$ cat src/rtl/i2c_pkg.sv
// Shared I2C target definitions: FSM state codes (also reported on
// o_status[7:2]), ACK/NACK bit levels and the bus event bundle.
package i2c_pkg;

  typedef enum logic [5:0] {
    S_IDLE     = 6'd0,
    S_DEV_ADDR = 6'd1,
    S_ACK_DEV  = 6'd2,
    S_REG_ADDR = 6'd3,
    S_ACK_REG  = 6'd4,
    S_WR_DATA  = 6'd5,
    S_ACK_WR   = 6'd6,
    S_RD_LOAD  = 6'd7,
    S_RD_DATA  = 6'd8,
    S_HOST_ACK = 6'd9
  } i2c_state_e;

  localparam logic I2C_ACK  = 1'b0;
  localparam logic I2C_NACK = 1'b1;

  // One-cycle bus events plus the conditioned SDA level.
  typedef struct packed {
    logic scl_rise;
    logic scl_fall;
    logic start;
    logic stop;
    logic sda;
  } i2c_bus_ev_t;

endpackage

$ cat src/rtl/i2c_bus_sync.sv
// SCL/SDA conditioning: 2-FF synchronizers, optional glitch filter
// (I2C_TARGET_GLITCH_FILTER_EN), edge detect and START/STOP detect.
// Events are held off after reset until the pipeline holds real bus samples.
module i2c_bus_sync
  import i2c_pkg::*;
#(
  parameter int FILT_LEN = 3
) (
  input  logic        i_clk,
  input  logic        i_rst_n,
  input  logic        i_scl,
  input  logic        i_sda,
  output i2c_bus_ev_t o_ev
);

  logic [1:0] s1_q, s2_q, flt, prev_q;   // bit 1 = SCL, bit 0 = SDA

  // Two-stage synchronizer; idle bus level is high.
  always_ff @(posedge i_clk or negedge i_rst_n) begin
    if (!i_rst_n) begin
      s1_q <= 2'b11;
      s2_q <= 2'b11;
    end else begin
      s1_q <= {i_scl, i_sda};
      s2_q <= s1_q;
    end
  end

`ifdef I2C_TARGET_GLITCH_FILTER_EN
  localparam int STAGES = 3 + FILT_LEN;
  localparam int CW     = (FILT_LEN > 1) ? $clog2(FILT_LEN) : 1;

  for (genvar g = 0; g < 2; g++) begin : g_flt
    logic [CW-1:0] cnt_q;
    logic          out_q;
    // Take a new level only after FILT_LEN consecutive differing samples.
    always_ff @(posedge i_clk or negedge i_rst_n) begin
      if (!i_rst_n) begin
        cnt_q <= '0;
        out_q <= 1'b1;
      end else if (s2_q[g] == out_q) begin
        cnt_q <= '0;
      end else if (cnt_q == CW'(FILT_LEN - 1)) begin
        cnt_q <= '0;
        out_q <= s2_q[g];
      end else begin
        cnt_q <= cnt_q + 1'b1;
      end
    end
    assign flt[g] = out_q;
  end
`else
  // Without the filter FILT_LEN has no effect on the pipeline depth.
  localparam int STAGES = 3 + (FILT_LEN * 0);
  assign flt = s2_q;
`endif

  logic [STAGES:0] vld_pipe;

  // Previous conditioned levels plus the post-reset arming pipe.
  always_ff @(posedge i_clk or negedge i_rst_n) begin
    if (!i_rst_n) begin
      prev_q   <= 2'b11;
      vld_pipe <= '0;
    end else begin
      prev_q   <= flt;
      vld_pipe <= {vld_pipe[STAGES-1:0], 1'b1};
    end
  end

  // Edge and START/STOP decode from current vs previous levels.
  always_comb begin
    o_ev     = '0;
    o_ev.sda = flt[0];
    if (vld_pipe[STAGES]) begin
      o_ev.scl_rise = flt[1] & ~prev_q[1];
      o_ev.scl_fall = ~flt[1] & prev_q[1];
      o_ev.start    = flt[1] & prev_q[1] & prev_q[0] & ~flt[0];
      o_ev.stop     = flt[1] & prev_q[1] & ~prev_q[0] & flt[0];
    end
  end

endmodule

$ cat src/rtl/i2c_target_responder.sv
// I2C register target: 7-bit address DEV_ADDR, register pointer with
// auto-increment, burst write and burst read. Optional SCL/SDA glitch
// filter enabled with I2C_TARGET_GLITCH_FILTER_EN.
module i2c_target_responder
  import i2c_pkg::*;
#(
  parameter logic [6:0] DEV_ADDR = 7'h2D,
  parameter int         FILT_LEN = 3
) (
  input  logic       i_clk,
  input  logic       i_rst_n,
  input  logic       i_scl,
  input  logic       i_sda,
  output logic       o_sda_oe,
  output logic [7:0] o_reg_addr,
  output logic [7:0] o_reg_wdata,
  output logic       o_reg_we,
  output logic       o_reg_rd,
  input  logic [7:0] i_reg_rdata,
  output logic [7:0] o_status
);

  i2c_bus_ev_t ev;

  i2c_bus_sync #(.FILT_LEN(FILT_LEN)) u_sync (
    .i_clk  (i_clk),
    .i_rst_n(i_rst_n),
    .i_scl  (i_scl),
    .i_sda  (i_sda),
    .o_ev   (ev)
  );

  i2c_state_e state_q;
  logic [7:0] shreg_q, ptr_q, wdata_q;
  logic [3:0] cnt_q;    // bit counter; load phase while in S_RD_LOAD
  logic       oe_q, we_q, rd_q, rw_q, busy_q, hit_q;
  logic [7:0] rx_byte;
  logic       last_bit;

  assign rx_byte  = {shreg_q[6:0], ev.sda};
  assign last_bit = (cnt_q == 4'd7);

  // Protocol FSM; STOP outranks START, both outrank per-state handling.
  always_ff @(posedge i_clk or negedge i_rst_n) begin
    if (!i_rst_n) begin
      state_q <= S_IDLE;
      shreg_q <= '0;
      ptr_q   <= '0;
      wdata_q <= '0;
      cnt_q   <= '0;
      oe_q    <= 1'b0;
      we_q    <= 1'b0;
      rd_q    <= 1'b0;
      rw_q    <= 1'b0;
      busy_q  <= 1'b0;
      hit_q   <= 1'b0;
    end else begin
      we_q <= 1'b0;
      rd_q <= 1'b0;
      if (ev.stop) begin
        state_q <= S_IDLE;
        oe_q    <= 1'b0;
        busy_q  <= 1'b0;
        hit_q   <= 1'b0;
      end else if (ev.start) begin
        state_q <= S_DEV_ADDR;
        cnt_q   <= '0;
        oe_q    <= 1'b0;
        busy_q  <= 1'b1;
      end else begin
        unique case (state_q)
          S_IDLE: ;
          S_DEV_ADDR, S_REG_ADDR, S_WR_DATA: if (ev.scl_rise) begin
            shreg_q <= rx_byte;
            cnt_q   <= cnt_q + 4'd1;
            if (last_bit) begin
              if (state_q == S_DEV_ADDR) begin
                if (rx_byte[7:1] == DEV_ADDR) begin
                  state_q <= S_ACK_DEV;
                  rw_q    <= rx_byte[0];
                  hit_q   <= 1'b1;
                end else begin
                  state_q <= S_IDLE;
                end
              end else if (state_q == S_REG_ADDR) begin
                ptr_q   <= rx_byte;
                state_q <= S_ACK_REG;
              end else begin
                wdata_q <= rx_byte;
                we_q    <= 1'b1;
                state_q <= S_ACK_WR;
              end
            end
          end
          // Read: prefetch during the ACK high phase so bit 7 goes out at the fall.
          S_ACK_DEV: begin
            if (ev.scl_fall) begin
              if (!oe_q) begin
                oe_q <= ~I2C_ACK;
              end else begin
                oe_q    <= 1'b0;
                cnt_q   <= '0;
                state_q <= S_REG_ADDR;
              end
            end else if (ev.scl_rise && oe_q && rw_q) begin
              state_q <= S_RD_LOAD;
              rd_q    <= 1'b1;
              cnt_q   <= '0;
            end
          end
          S_ACK_REG, S_ACK_WR: if (ev.scl_fall) begin
            if (!oe_q) begin
              oe_q <= ~I2C_ACK;
              if (state_q == S_ACK_WR) ptr_q <= ptr_q + 8'd1;
            end else begin
              oe_q    <= 1'b0;
              cnt_q   <= '0;
              state_q <= S_WR_DATA;
            end
          end
          // Phase 0: strobe cycle, phase 1: latch data, phase 2: wait for fall.
          S_RD_LOAD: begin
            if (cnt_q == 4'd0) begin
              cnt_q <= 4'd1;
            end else if (cnt_q == 4'd1) begin
              shreg_q <= i_reg_rdata;
              ptr_q   <= ptr_q + 8'd1;
              cnt_q   <= 4'd2;
            end else if (ev.scl_fall) begin
              oe_q    <= ~shreg_q[7];
              shreg_q <= {shreg_q[6:0], 1'b0};
              cnt_q   <= 4'd1;
              state_q <= S_RD_DATA;
            end
          end
          S_RD_DATA: if (ev.scl_fall) begin
            if (cnt_q == 4'd8) begin
              oe_q    <= 1'b0;
              state_q <= S_HOST_ACK;
            end else begin
              oe_q    <= ~shreg_q[7];
              shreg_q <= {shreg_q[6:0], 1'b0};
              cnt_q   <= cnt_q + 4'd1;
            end
          end
          S_HOST_ACK: if (ev.scl_rise) begin
            if (ev.sda == I2C_NACK) begin
              state_q <= S_IDLE;
              hit_q   <= 1'b0;
            end else begin
              state_q <= S_RD_LOAD;
              rd_q    <= 1'b1;
              cnt_q   <= '0;
            end
          end
          default: state_q <= S_IDLE;
        endcase
      end
    end
  end

  assign o_sda_oe    = oe_q;
  assign o_reg_addr  = ptr_q;
  assign o_reg_wdata = wdata_q;
  assign o_reg_we    = we_q;
  assign o_reg_rd    = rd_q;
  assign o_status    = {state_q, hit_q, busy_q};

endmodule

$ cat config.mk
export PLATFORM = sky130hd
export DESIGN_NAME = i2c_target_responder
export DESIGN_NICKNAME = d
export VERILOG_FILES = /design/src/rtl/i2c_pkg.sv /design/src/rtl/i2c_bus_sync.sv /design/src/rtl/i2c_target_responder.sv
export SDC_FILE = /design/constraint.sdc
export NUM_CORES = 1
export LEC_CHECK = 0
export CORE_MARGIN = 10
export CORE_UTILIZATION = 52
export CTS_BUF_LIST = sky130_fd_sc_hd__clkbuf_8
export DETAILED_ROUTE_END_ITERATION = 10
export PLACE_DENSITY_LB_ADDON = 0.25
export SKIP_CTS_REPAIR_TIMING = 1
export SLEW_MARGIN = 20
export SYNTH_ARGS = -nofsm -noshare
export SYNTH_HDL_FRONTEND = slang
export SYNTH_SLANG_ARGS = --single-unit
$ cat constraint.sdc
create_clock -name i_clk -period 1.85 [get_ports i_clk]
set_input_delay 0.185 -clock i_clk [delete_from_list [all_inputs] [get_ports i_clk]]
set_output_delay 0.185 -clock i_clk [all_outputs]
set_load 0.1 [all_outputs]
# --- After elaboration in Yosys (flattened, before gate mapping) ---
# Cells that the tools add are included.
totals:
  regBits: 50
  in_bits: 12
  output_inout_bits: 27
  word_cells: 195
op_classes:
  add_sub_neg: 2
  n_eq_ne: 54
  muxes: 87
  bitwise_logic: 16
  n_reduce_logical: 21
op_table:
  columns: ["op", "n"]
  rows:
  - ["$mux W8", 15]
  - ["$mux W6", 16]
  - ["$mux W4", 14]
  - ["$pmux W8 S3", 2]
  - ["$ne A4 B4 Y1 const B", 11]
  - ["$pmux W6 S7", 1]
  - ["$ne A3 B3 Y1 const B", 13]
  - ["$mux W1", 32]
  - ["$eq A6 B3 Y1 const B", 4]
  - ["$ne A2 B2 Y1 const B", 12]
  - ["$pmux W4 S6", 1]
  - ["$reduce_and A8 Y1", 2]
  - ["$ne A5 B5 Y1 const B", 3]
  - ["$reduce_and A7 Y1", 2]
  - ["$reduce_and A13 Y1", 1]
  - ["$eq A6 B2 Y1 const B", 2]
  - ["$eq A6 B4 Y1 const B", 2]
  - ["$reduce_and A12 Y1", 1]
  - ["$reduce_and A10 Y1", 1]
  - ["$not A1 Y1", 9]
  - ["$reduce_bool A3 Y1", 3]
  - ["$add A8 B1 Y8 const B", 1]
  - ["$and A1 B1 Y1", 7]
  - ["$eq A7 B6 Y1 const B", 1]
  - ["20 further kinds", 24]

# --- Depth between registers and ports, before layout ---
logic_depth:
  ltp_word: 11
  mapped_depth: 9
  ltp_nobuf: 8

# --- Modules after synthesis ---
# A second synthesis with hierarchy kept.
unflattened:
  cells_unflattened: 299
  hier_area_um2: 2977.9
modules_own_cells:
  columns: ["module", "n_inst", "cells_each", "area_per_inst_um2", "seq_area_each_um2"]
  rows:
  - ["i2c_target_responder", 1, 280, 2658.8, 950.9]
  - ["i2c_bus_sync", 1, 19, 319.1, 257.7]

# --- Worst setup path before layout ---
# OpenSTA, ideal clock, no wires.
synth_path:
  path_kind: "register to register"
  startpoint: "register state_q[3]"
  endpoint: "register shreg_q[0]"
  setup_time_ns: 0.125
  arrival_time_ns: 2.482
  required_ns: 1.725
  setup_slack_ns: -0.757
  stages_incl_launch_ff: 8
  path_buffers: 3
  period_less_slack_ns: 2.607
  cell_sequence: "dfrtp_1 buf_6 and4b_1 buf_6 mux2_2 a311o_1 buf_6 mux2_4"
synth_via:
  elab_chain_cells: 4
  elab_cells_between_ends: 14
  cone_classes: "eq/ne: 10; mux: 1; reduce/logical: 3"
synth_lines:
  columns: ["item", "line", "rtl"]
  rows:
  - ["start, declared", "i2c_target_responder.sv:33", "i2c_state_e state_q;"]
  - ["start signal, assigned", "i2c_target_responder.sv:46", "state_q <= S_IDLE;"]
  - ["start signal, assigned", "i2c_target_responder.sv:61", "state_q <= S_IDLE;"]
  - ["start signal, assigned", "i2c_target_responder.sv:66", "state_q <= S_DEV_ADDR;"]
  - ["$eq A6 B1 Y1 (tied with other cells)", "i2c_target_responder.sv:71", "unique case (state_q)"]
  - ["$reduce_or A3 Y1", "i2c_target_responder.sv:71", null]
  - ["$ne A2 B2 Y1 (no line) or $reduce_bool A3 Y1 (tied branches)", null, null]
  - ["$reduce_and A8 Y1 (no line)", null, null]
  - ["end signal, assigned", "i2c_target_responder.sv:74", "shreg_q <= rx_byte;"]
  - ["end signal, assigned", "i2c_target_responder.sv:126", "shreg_q <= i_reg_rdata;"]
  - ["end signal, assigned", "i2c_target_responder.sv:131", "shreg_q <= {shreg_q[6:0], 1'b0};"]
  - ["end, declared", "i2c_target_responder.sv:34", "logic [7:0] shreg_q, ptr_q, wdata_q;"]
# Several ways; a longest one is shown, not always the timed one.
# A chain may end at the register's enable or synchronous reset.

# --- Worst setup path after layout ---
layout_path:
  startpoint: "register u_sync.prev_q[1]"
  endpoint: "register ptr_q[7] (netlist: o_reg_addr[7])"
layout_via:
  elab_chain_cells: 6
  elab_cells_between_ends: 14
  cone_classes: "eq/ne: 2; mux: 1; bitwise: 10; reduce/logical: 1"
layout_lines:
  columns: ["item", "line", "rtl"]
  rows:
  - ["start, declared", "i2c_bus_sync.sv:16", "logic [1:0] s1_q, s2_q, flt, prev_q;"]
  - ["start signal, assigned", "i2c_bus_sync.sv:66", "prev_q <= flt;"]
  - ["$and A1 B1 Y1", "i2c_bus_sync.sv:78, i2c_bus_sync.sv:79", null]
  - ["$and A1 B1 Y1 (on tied branches) (2 in a row)", "i2c_bus_sync.sv:78, i2c_bus_sync.sv:79", null]
  - ["$mux W4 (*)", "i2c_bus_sync.sv:75", "if (vld_pipe[STAGES]) begin"]
  - ["$not A1 Y1 (no line)", null, null]
  - ["$reduce_and A12 Y1 (no line) (*)", null, null]
  - ["end signal, assigned", "i2c_target_responder.sv:86", "ptr_q <= rx_byte;"]
  - ["end signal, assigned", "i2c_target_responder.sv:114", "if (state_q == S_ACK_WR) ptr_q <= ptr_q + 8'd1;"]
  - ["end signal, assigned", "i2c_target_responder.sv:127", "ptr_q <= ptr_q + 8'd1;"]
  - ["end, declared", "i2c_target_responder.sv:34", null]
# Mark *: on every way between the ends. The rest lies on a longest branch, timed or not.

==> flow_metrics.env <==
export IMPL_outcome="finished with violations"
export IMPL_violations="setup timing"
export IMPL_holdWs_ns=0.292
export IMPL_setup_viol_count_final=34
export IMPL_first_pass_grt_wire_length_um=13700
export IMPL_preCtsSetupSlack_ns=-0.427
export IMPL_grt_pass1_vias=2617
export IMPL_clock_pin_slew_on_the_worst_setup_and_hold_paths_ns=0.10
export IMPL_number_of_cell_rows=27
export IMPL_post_drt_antenna_nets=0
export IMPL_clock_sink_count=48
export IMPL_mappedNetlistArea_um2=2940
export IMPL_internal_power_mw=4.32
export IMPL_pin_count_of_the_biggest_net_entering_global_routing=27
export IMPL_crit_path_max_fo=7
export IMPL_mostFrequentLayoutCell="buf_4"
export IMPL_layout_cell_area_non_filler_um2=4410
export IMPL_clock_insertion_delay_worst_skew_ns=0.31
export IMPL_layout_min_cycle_time_ns=2.10
export IMPL_cts_root_buf="clkbuf_8"
export IMPL_synth_seq_cells=48
export IMPL_finalWeightedCongestion=1.07
export IMPL_buffer_ports_inserted=36
export IMPL_seqPwrFrac=0.211
export IMPL_h_tree_depth=2
export IMPL_max_vdd_ir_drop_mv=1.10
export IMPL_share_of_cells_above_drive_strength_1=0.541
export IMPL_synth_edf_count=0
export IMPL_detailedRoute_firstPassIterationCount=5
export IMPL_grt_antenna_before_repair=0
export IMPL_start_util=0.534
export IMPL_filler_cell_count=348
export IMPL_share_comb_of_total_power=0.695
export IMPL_worst_setup_path_end_kind="flop"
export IMPL_die_width_um=95.2
export IMPL_switchingPower_mw=3.92
export IMPL_commonest_cells_after_routing_fill_and_taps_aside="101 x buf_4, 37 x dfrtp_1, 24 x nand2_1, 18 x o21ai_0, 16 x mux2_2"
export IMPL_cts_buffers_inserted=5
export IMPL_placed_cell_area_um2=3900
export IMPL_tritoncts_clock_tree="yes"
export IMPL_worst_slew_margin_rel=0.637
export IMPL_cts_max_path_buffers=2
export IMPL_timing_hold_violations_final=0
export IMPL_wl_per_cell_um=19.1
export IMPL_classification_of_the_worst_slack_hold_path="input port to flop"
export IMPL_diodes=0
export IMPL_final_nets=429
export IMPL_drt_total_wl_um=9280
export IMPL_dominantRegCellSynth="dfrtp_1"
export IMPL_detail_route_iter0_violations=347
export IMPL_synth_async_reset_ratio=1.00
export IMPL_synthesis_yosys_warnings=0
export IMPL_total_global_routing_track_utilization=0.191
export IMPL_power_leakage_nw=1.97
export IMPL_power_share_switching=0.476
export IMPL_power_density_nw_per_um2=1870
export IMPL_boundaryPins=39
export IMPL_hpwlAfterDp_um=6420
export IMPL_pwr_share_clk=0.094
export IMPL_cp_data_required_time_ns=2.04
export IMPL_drv_max_cap_violation_count=0
export IMPL_netlist_cell_type_count=66
export IMPL_syn_to_final_growth_pct=50.3
export IMPL_die_span_in_y_um=95.2
export IMPL_syn_inst=292
export IMPL_die_area_um2=9060
export IMPL_finalWorstSetupSlack_ns=-0.255
export IMPL_synthesis_area_per_instance_um2=10.1
export IMPL_timing_setup_tns_ns=-6.18
export IMPL_synth_sequential_area_ratio=0.411
export IMPL_timing_clock_skew_ns=0.0162
export IMPL_detail_route_vias_per_cell=5.85
export IMPL_drc=0
export IMPL_layout_cells_non_filler=486
export IMPL_place_inst=455
export IMPL_grt_overflow_total=0
export IMPL_max_slew_worst_pin_slew_ns=0.545
export IMPL_fmaxAchievable_mhz=475
export IMPL_timing_critical_path_from_type="flop"
export IMPL_route_vias_total=2843
export IMPL_worst_endpoint_arrival_ns=2.30
export IMPL_final_period_utilization=1.14
export IMPL_unrepaired_setup_endpoints_after_global_routing="true"
export IMPL_timing_final_max_slew_violations=0
export IMPL_timing_setup_critical_path_class="flop to flop"
export IMPL_coreArea_um2=5510
-- synth_stat cells, types with 3 or more instances --
library cell | instances | area share
inv_1 | 9 | 0.011
nor4b_1 | 3 | 0.0089
nor2b_1 | 3 | 0.0064
ha_1 | 4 | 0.017
a31oi_1 | 4 | 0.0085
nand3b_1 | 4 | 0.010
dfrtp_1 | 42 | 0.36
mux2i_1 | 3 | 0.010
clkbuf_8 | 3 | 0.014
and4b_1 | 3 | 0.010
buf_4 | 6 | 0.015
nor3_1 | 3 | 0.0051
mux2_4 | 8 | 0.041
nor2_1 | 16 | 0.020
buf_2 | 5 | 0.0085
nand2_1 | 27 | 0.034
o311ai_0 | 3 | 0.0089
and3_1 | 3 | 0.0064
o21ai_0 | 23 | 0.039
a21oi_1 | 24 | 0.041
mux2_2 | 17 | 0.065
nand3_1 | 16 | 0.027
dfstp_2 | 6 | 0.054
buf_6 | 4 | 0.015
nand2b_1 | 4 | 0.0085
-- layout make-up --
class / count / area [um2] / area share
Clock buffer: 5 / 68.8 / 0.0156
Clock inverter: 3 / 42.5 / 0.00964
Inverter: 10 / 37.5 / 0.00850
Multi-Input combinational cell: 214 / 1740 / 0.394
Sequential cell: 48 / 1220 / 0.277
Tap cell: 72 / 90.1 / 0.0204
Timing Repair Buffer: 134 / 1210 / 0.274
-- metrics by stage --
stage / total power, mW / util
after floorplan: 4.93 / -
after global placement: 6.52 / 0.708
after detailed placement: 6.57 / 0.708
after CTS: 7.36 / 0.728
after global routing: 8.65 / 0.802
final: 8.25 / 0.802
-- logic make-up after synthesis --
family                   synth area share
multiplexers                        0.116
buffers and inverters              0.0703
AO/OA/AOI/OAI                       0.167
flip-flops                          0.411
other                             0.00256
adder cells (fa/ha/maj)            0.0204
AND/OR/NAND/NOR                     0.212
-- critical path: stages (launching register included) --
cell and delay [ns]:
dfstp_2 0.58, buf_12 0.11, nand2_1 0.08, nor2_2 0.11, buf_4 0.16, a31oi_2 0.13
nor4b_4 0.27, buf_4 0.18, buf_12 0.12, buf_4 0.10, buf_6 0.09, a21oi_2 0.05
-- metal layers --
layer / vias up / track usage / share of wire
li1: 1294 / - / -
met1: 1354 / 0.253 / 0.43
met2: 158 / 0.293 / 0.46
met3: 37 / 0.0479 / 0.084
met4: 0 / 0.0711 / 0.031
met5: - / 0 / 0
-- power by group through the flow --
stage | sequential (mW) | clock [mW] | combinational [mW]
2_1_floorplan | 2.71 | 0 | 2.22
3_3_place_gp | 1.75 | 0 | 4.76
3_5_place_dp | 1.77 | 0 | 4.80
4_1_cts | 1.75 | 0.785 | 4.82
5_1_grt | 1.78 | 0.825 | 6.05
6_report | 1.74 | 0.772 | 5.73
-- flip-flops by register name, summed over array words and instances, names as in the netlist --
name and flops:
busy_q 1, cnt_q 4, hit_q 1, o_reg_addr 8, o_reg_rd 1, o_reg_wdata 8
o_reg_we 1, o_sda_oe 1, rw_q 1, shreg_q 8, state_q 4, u_sync.flt 2
u_sync.prev_q 2, u_sync.s1_q 2, u_sync.vld_pipe 4
-- worst paths after layout --
kind,depth (start not counted),end,from,slack [ns]
worst max-delay path,11,o_reg_addr[7],u_sync.prev_q[1],-0.25
worst min-delay path,1,u_sync.s1_q[1],i_scl,0.29
worst max register to register,11,o_reg_addr[7],u_sync.prev_q[1],-0.25
worst min register to register,0,u_sync.vld_pipe[1],u_sync.vld_pipe[0],0.35
max in group asynchronous,3,u_sync.s1_q[1],i_rst_n,0.86
min in group asynchronous,2,state_q[0],i_rst_n,0.38
Note: power is estimated with default switching activity, not from simulation.
